==> config.mk <==
export PLATFORM = sky130hd
export DESIGN_NAME = xor_share_arbiter
export DESIGN_NICKNAME = d
export VERILOG_FILES = /design/src/rtl/xor_share_arbiter.sv
export SDC_FILE = /design/constraint.sdc
export NUM_CORES = 1
export LEC_CHECK = 0
export ABC_AREA = 1
export BUFFER_PORTS_ARGS = -buffer_cell sky130_fd_sc_hd__clkbuf_2
export CAP_MARGIN = 40
export CORE_UTILIZATION = 30
export CTS_CLUSTER_SIZE = 10
export DETAILED_ROUTE_END_ITERATION = 8
export PLACE_DENSITY_LB_ADDON = 0.05
export SLEW_MARGIN = 0
export SYNTH_ARGS = -nofsm -noshare
export SYNTH_HDL_FRONTEND = slang
export SYNTH_SLANG_ARGS = --single-unit
==> constraint.sdc <==
create_clock -name clk -period 2.4 [get_ports clk]
set_input_delay 0.24 -clock clk [delete_from_list [all_inputs] [get_ports clk]]
set_output_delay 0.24 -clock clk [all_outputs]
set_load 0.05 [all_outputs]
==> src/rtl/xor_share_arbiter.sv <==
// -----------------------------------------------------------------------------
// xor_share_arbiter
//
// Shares one external combinational XOR unit between NUM_REQ requesters.
// Requests are picked round-robin, each one goes through a three-phase
// sequence (accept, issue, respond), and the result is returned on one
// response channel tagged with the owning requester index.
//
// Ports
//   clk, rst        clock (rising edge) and asynchronous active-high reset
//   req_valid/ready per-requester handshake; at most one ready bit is set
//   req_a/req_b     packed operands, requester i at [i*WIDTH +: WIDTH]
//   xor_a/xor_b     registered operands to the shared XOR unit
//   xor_y           result from the shared XOR unit, sampled in ISSUE
//   rsp_*           response channel (valid/ready, requester id, data)
//   busy            high whenever the sequencer is not idle
//   op_count        completed responses, wraps at 16 bits
// -----------------------------------------------------------------------------
module xor_share_arbiter #(
  parameter int NUM_REQ = 4,
  parameter int WIDTH   = 8,
  parameter int IDW     = 2
) (
  input  logic                     clk,
  input  logic                     rst,
  input  logic [NUM_REQ-1:0]       req_valid,
  output logic [NUM_REQ-1:0]       req_ready,
  input  logic [NUM_REQ*WIDTH-1:0] req_a,
  input  logic [NUM_REQ*WIDTH-1:0] req_b,
  output logic [WIDTH-1:0]         xor_a,
  output logic [WIDTH-1:0]         xor_b,
  input  logic [WIDTH-1:0]         xor_y,
  output logic                     rsp_valid,
  input  logic                     rsp_ready,
  output logic [IDW-1:0]           rsp_id,
  output logic [WIDTH-1:0]         rsp_data,
  output logic                     busy,
  output logic [15:0]              op_count
);

  typedef enum logic [1:0] {
    S_IDLE  = 2'd0,
    S_ISSUE = 2'd1,
    S_RESP  = 2'd2
  } state_e;

  state_e           state_q, state_d;
  logic [IDW-1:0]   rr_ptr_q, rr_ptr_d;
  logic [IDW-1:0]   gnt_id_q, gnt_id_d;
  logic [WIDTH-1:0] opa_q, opa_d;
  logic [WIDTH-1:0] opb_q, opb_d;
  logic             rsp_valid_q, rsp_valid_d;
  logic [IDW-1:0]   rsp_id_q, rsp_id_d;
  logic [WIDTH-1:0] rsp_data_q, rsp_data_d;
  logic [15:0]      op_count_q, op_count_d;
  logic             busy_q, busy_d;

  logic             win_found_s;
  logic [IDW-1:0]   win_id_s;
  logic [IDW-1:0]   cand_s;
  logic             hit_s;
  logic             sel_s;
  logic [WIDTH-1:0] win_a_s;
  logic [WIDTH-1:0] win_b_s;

  // Index arithmetic modulo NUM_REQ (NUM_REQ need not be a power of two).
  function automatic logic [IDW-1:0] wrap_add(input logic [IDW-1:0] base, input int off);
    int sum;
    sum = int'(base) + off;
    if (sum >= NUM_REQ) begin
      sum = sum - NUM_REQ;
    end else begin
      sum = sum;
    end
    return IDW'(sum);
  endfunction

  // Round-robin scan: first valid requester starting at rr_ptr.
  always_comb begin
    win_found_s = 1'b0;
    win_id_s    = '0;
    cand_s      = '0;
    hit_s       = 1'b0;
    for (int k = 0; k < NUM_REQ; k++) begin
      cand_s      = wrap_add(rr_ptr_q, k);
      hit_s       = !win_found_s && req_valid[cand_s];
      win_id_s    = hit_s ? cand_s : win_id_s;
      win_found_s = win_found_s | hit_s;
    end
  end

  // Operand mux selecting the winner's slices.
  always_comb begin
    win_a_s = '0;
    win_b_s = '0;
    sel_s   = 1'b0;
    for (int i = 0; i < NUM_REQ; i++) begin
      sel_s   = (win_id_s == IDW'(i));
      win_a_s = sel_s ? req_a[i*WIDTH +: WIDTH] : win_a_s;
      win_b_s = sel_s ? req_b[i*WIDTH +: WIDTH] : win_b_s;
    end
  end

  // Next-state logic and the combinational accept strobe.
  always_comb begin
    state_d     = state_q;
    rr_ptr_d    = rr_ptr_q;
    gnt_id_d    = gnt_id_q;
    opa_d       = opa_q;
    opb_d       = opb_q;
    rsp_valid_d = rsp_valid_q;
    rsp_id_d    = rsp_id_q;
    rsp_data_d  = rsp_data_q;
    op_count_d  = op_count_q;
    req_ready   = '0;
    case (state_q)
      S_IDLE: begin
        // Ready is suppressed while reset is held so no handshake can
        // appear to complete against a sequencer that is being cleared.
        if (win_found_s && !rst) begin
          for (int i = 0; i < NUM_REQ; i++) begin
            req_ready[i] = (win_id_s == IDW'(i));
          end
          opa_d    = win_a_s;
          opb_d    = win_b_s;
          gnt_id_d = win_id_s;
          state_d  = S_ISSUE;
        end else begin
          state_d = S_IDLE;
        end
      end
      S_ISSUE: begin
        rsp_data_d  = xor_y;
        rsp_id_d    = gnt_id_q;
        rsp_valid_d = 1'b1;
        state_d     = S_RESP;
      end
      S_RESP: begin
        if (rsp_ready) begin
          rsp_valid_d = 1'b0;
          op_count_d  = op_count_q + 16'd1;
          // Pointer moves only on completion, just past the served requester.
          rr_ptr_d    = wrap_add(gnt_id_q, 1);
          state_d     = S_IDLE;
        end else begin
          state_d = S_RESP;
        end
      end
      default: begin
        state_d = S_IDLE;
      end
    endcase
    busy_d = (state_d != S_IDLE);
  end

  // State and datapath registers.
  always_ff @(posedge clk or posedge rst) begin
    if (rst) begin
      state_q     <= S_IDLE;
      rr_ptr_q    <= '0;
      gnt_id_q    <= '0;
      opa_q       <= '0;
      opb_q       <= '0;
      rsp_valid_q <= 1'b0;
      rsp_id_q    <= '0;
      rsp_data_q  <= '0;
      op_count_q  <= 16'd0;
      busy_q      <= 1'b0;
    end else begin
      state_q     <= state_d;
      rr_ptr_q    <= rr_ptr_d;
      gnt_id_q    <= gnt_id_d;
      opa_q       <= opa_d;
      opb_q       <= opb_d;
      rsp_valid_q <= rsp_valid_d;
      rsp_id_q    <= rsp_id_d;
      rsp_data_q  <= rsp_data_d;
      op_count_q  <= op_count_d;
      busy_q      <= busy_d;
    end
  end

  assign xor_a     = opa_q;
  assign xor_b     = opb_q;
  assign rsp_valid = rsp_valid_q;
  assign rsp_id    = rsp_id_q;
  assign rsp_data  = rsp_data_q;
  assign op_count  = op_count_q;
  assign busy      = busy_q;

endmodule

# == Word level (Yosys, flattened, before mapping) ==
# Cells that the tools add are included.
# classes
n_addsub,10
n_lt_le_gt_ge,9
n_eq_ne,6
mux,32
bitwise_logic,3
n_reduce_logical,15
# ops
operator,n
2-to-1 mux 8 bit,8
2-to-1 mux 2 bit,10
adder 16 x 1 -> 16 bit (second input constant),1
greater-or-equal comparator 3 bit (second input constant),4
less-than comparator 2 x 3 -> 1 bit (second input constant),4
subtractor 2 x 1 -> 2 bit (second input constant),5
binary-select mux 1 bit (select 2 bit),4
2-to-1 mux 4 bit,2
adder 2 x 1 -> 3 bit (second input constant),2
adder 2 x 2 -> 3 bit (second input constant),2
== test 2 bit (second input constant),3
2-to-1 mux 1 bit,6
one-hot mux 2 bit (3 select lines),1
AND reduction 2 bit,3
== test 2 x 1 -> 1 bit (second input constant),2
logical AND 1 bit,4
zero test 1 bit,4
zero test 2 bit,2
nonzero test 2 bit,2
greater-or-equal comparator 2 x 3 -> 1 bit (second input constant),1
OR 1 bit,3
!= test 2 bit (second input constant),1
one-hot mux 1 bit (2 select lines),1
# word_totals
reg_bits,50
output_inout_bits,48

# == Depth between registers and ports, before layout ==
# logic_depth
ltp_word,18
ltp_mapped,16
depth_no_buf,15

# == Worst setup path after synthesis ==
# OpenSTA, ideal clock, no wires.
# synth_timing
path_type,register -> output
startpoint,reg rr_ptr_q[0]
endpoint,out req_ready[1]
arrival_ps,2377
t_required_ps,2160
setup_slack_ps,-217
stages_incl_launch_ff,11
n_path_buf,1
cell_sequence,dfrtp_1 inv_2 nand2_1 nand3_1 nand2_1 nor2_2 nand3_1 nand2_1 nand2_4 buf_2 nor3_1
# synth_between
elab_chain_len,16
elab_cells_between_ends,40
# synth_lines
item,line_no,text
from (decl),48,"logic [IDW-1:0] rr_ptr_q, rr_ptr_d;"
from (signal assigned),171,rr_ptr_q <= rr_ptr_d;
adder 2 x 1 -> 3 bit (tied with other cells),69,sum = int'(base) + off;
greater-or-equal comparator 3 bit (tied with other cells),70,if (sum >= NUM_REQ) begin
2-to-1 mux 2 bit or binary-select mux 1 bit (select 2 bit) (tied branches),"70, 86",
binary-select mux 1 bit (select 2 bit) or 2-to-1 mux 1 bit (tied branches),86,hit_s = !win_found_s && req_valid[cand_s];
2-to-1 mux 1 bit (implied by the code) or zero test 1 bit (tied branches),86,
logical AND 1 bit,86,
OR 1 bit,88,win_found_s = win_found_s | hit_s;
zero test 1 bit,86,
logical AND 1 bit,86,
OR 1 bit,88,
zero test 1 bit,86,
logical AND 1 bit,86,
2-to-1 mux 2 bit or OR 1 bit (tied branches),"87, 88",
== test 2 x 1 -> 1 bit or logical AND 1 bit (tied branches),"122, 120",
2-to-1 mux 4 bit *,120,if (win_found_s && !rst) begin
2-to-1 mux 4 bit *,116,case (state_q)
to (decl),27,"output logic [NUM_REQ-1:0] req_ready,"
# Mark *: on every way between the ends. The rest lies on a longest branch, timed or not. The select of a mux whose other input is x is not followed.

# == Worst setup path in the final report ==
# Ends and elaborated chain as after synthesis.

==> results.yml <==
run:
  cap_violations: 0
clock_network:
  cts.path.max_buffers: 2
  cts-buffers-inserted: 5
  cts_root_buffer: "clkbuf_8"
  cts.clk_slew.worst_paths_ns: 0.10
  cts_sinks: 50
  cts_tree: "built"
  htree_levels: 2
  hold_buffers: 0
  clock_latency_ns: 0.30
critical_path:
  r2r_cells: 14
  cpPeakStageDelay_ns: 0.49
  end_kind: "output port"
  cp_slowest_cell: "dfrtp_2"
  critPathBufInv: 3
  arrival_ns: 2.09
  rrSetupSlack_ns: 0.32
  r2r_end: "xor_a[3]"
  worstPathMaxFanout: 11
  r2r-start: "rr_ptr_q[1]"
  cp_top_family: "simple AND/OR/NAND/NOR gates"
  cp_cell_sequence: "inv_4 > nand2_1 > nand2_2 > nand2_2 > o21ai_1 > nand3b_1 > nand2_2 > buf_6 > nor3_2 > clkbuf_8"
  crit_path_start_kind: "flop"
  cp.required_ns: 2.16
  crit_start: "rr_ptr_q[0]"
  cp.depth: 10
  cpMostUsedCell: "nand2_2"
  endpoint: "req_ready[1]"
  crit_type: "flop to output port"
global_route:
  grt_max_degree: 29
  first_global_vias: 2782
  overflow: 0
  track_usage_pct: 15.8
  grt_antenna_before_repair: 0
  grt_pass1_wl_um: 12900
synthesis:
  synthCells: 421
  synth_nets: 501
  synth_area_per_cell_um2: 7.07
  synth_area_um2: 2980
  synth_seq_area_share_pct: 42.0
  synth-seq-cells: 50
  synth.distinct_cells: 28
  yosys_warnings: 0
drt:
  drt-initial-drc-count: 78
  wl_met2_um: 3770
  post-route-drc-count: 0
  routedWlPerCell_um: 11.8
  topRoutingLayerUsed: "met4"
  wl_met1_um: 3710
  wl_um: 8110
  ant_nets: 0
  vias: 2995
  dr_wl_met3_um: 511
  drtPass1Iterations: 4
  routed_via_density: 4.36
placed_design:
  placed_cells_incl_taps: 675
  pre_cts_ws_ns: 0.189
  portBuffers: 126
  place_congestion: 0.882
  place_hpwl_um: 6230
  postPlaceCellArea_um2: 3790
sta:
  setup_viol: 0
  hold_ws_ns: 0.0218
  slew_violations: 0
  max_freq_ghz: 0.429
  final.period_utilization_pct: 97.1
  skew_ns: 0.00776
  layout_setup_ws_ns: 0.0691
  final_hold_viol_count: 0
  rsz0062_at_grt: "true"
  min_period_ns: 2.33
  worstMarginPinSlew_ns: 0.634
  relSlewSlack_pct: 57.7
pwr:
  peakVddDrop_mv: 0.740
  power.density_nw_per_um2: 1500
  p_leak_nw: 2.36
  fin_total_pwr_mw: 6.01
cells_and_area:
  finalNetCount: 637
  final_common_cell: "nand2_1"
  ff_latch_area_um2: 1250
  diodes: 0
  final_cell_mix: "nand2_1, clkbuf_2, inv_1"
  final_area_um2: 4020
  multi_input_area_um2: 1470
  fillerInstances: 1021
  drive_gt1_share_pct: 33.9
  area_growth_pct: 34.9
  fin_cells: 687
worst_hold_path:
  holdCritPathClass: "input pin to async pin"
status:
  status: "finished clean"
floorplanning:
  die_y_um: 102
  start_util_pct: 31.6
  num_rows: 35
  io_pins: 127
  dieArea_um2: 10300
  core_area_um2: 9420
  die_w_um: 102
## synthesized netlist by cell type
master | number | area [um^2]
nand2_1 | 151 | 567
inv_1 | 62 | 233
dfrtp_1 | 50 | 1250
nor2_1 | 41 | 154
nand3_1 | 34 | 170
o21ai_0 | 16 | 80.1
mux2_2 | 8 | 90.1
xor2_1 | 7 | 61.3
a21boi_0 | 6 | 45.0
xnor2_1 | 5 | 43.8
buf_2 | 4 | 20.0
nor3_1 | 4 | 20.0
a21oi_1 | 3 | 15.0
buf_4 | 3 | 22.5
clkbuf_1 | 3 | 11.3
inv_2 | 3 | 11.3
nand4_1 | 3 | 18.8
nor2_2 | 3 | 18.8
or2_0 | 3 | 18.8
buf_6 | 2 | 22.5
nand3b_1 | 2 | 15.0
nor2_4 | 2 | 22.5
ha_1 | 1 | 12.5
nand2_2 | 1 | 6.26
nand2_4 | 1 | 11.3
nor2_8 | 1 | 20.0
nor4_1 | 1 | 6.26
o21ai_2 | 1 | 8.76
## worst min path at each step
stage / startpoint / to / slack (ns)
floorplan: req_a[31] / xor_a[7] / 0.39
global placement: rst / rsp_id[0] / 0.38
detailed placement: rst / rsp_id[1] / 0.39
CTS: rst / state_q[0] / 0.05
global route: rst / rsp_id[1] / 0.07
finish: rst / xor_b[3] / 0.02
## layout make-up
class	instances	area share, %
flip-flops and latches	50	31.2
well taps	129	4.02
multi-input cells	294	36.6
inverters	65	6.14
repair buffers	141	19.8
clock buffers	5	1.71
clock inverters	3	0.530
## per-layer routing
| metal | global-route usage [%] | vias up |
|---|---|---|
| li1 | - | 1556 |
| met4 | 4.24 | 0 |
| met5 | 0 | - |
| met2 | 26.5 | 101 |
| met3 | 3.73 | 13 |
| met1 | 20.3 | 1325 |
## per-stage QoR
stage | util [%] | TNS [ns]
floorplan | - | -0.0549
global placement | 40.3 | 0
detailed placement | 40.3 | 0
CTS | 41.5 | -0.0328
global route | 42.7 | -0.173
finish | 42.7 | 0
## what timing repair did
item | CTS | global route
endpoints found under the setup margin | 4 | 13
setup buffers | 0 | 4
pin swaps | 0 | 7
gates resized for setup | 7 | 29
gates cloned | 0 | 0
## report_power, final
group          total [mW]  switching (mW)  internal (mW)
logic                4.11            2.85           1.27
clock network       0.514           0.308          0.206
registers            1.39           0.221           1.17
total                6.01            3.38           2.64
## sequential cells by signal, summed over array words and instances (netlist names)
name / count
gnt_id_q: 2
state_q: 2
busy: 1
op_count: 16
rsp_data: 8
rsp_id: 2
xor_a: 8
xor_b: 8
rsp_valid: 1
rr_ptr_q: 2
## cell families (layout without fill, tap and decap cells)
family	count (synthesis)	count (layout)	share of synthesized area, %
AND/OR/NAND/NOR	247	247	35.2
buffers and inverters	77	214	10.8
flip-flops	50	50	42.0
AO/OA/AOI/OAI	26	26	5.00
XOR/XNOR	12	12	3.53
multiplexers	8	8	3.03
adder cells (fa/ha/maj)	1	1	0.420
Power figures use the tool's default switching activity.
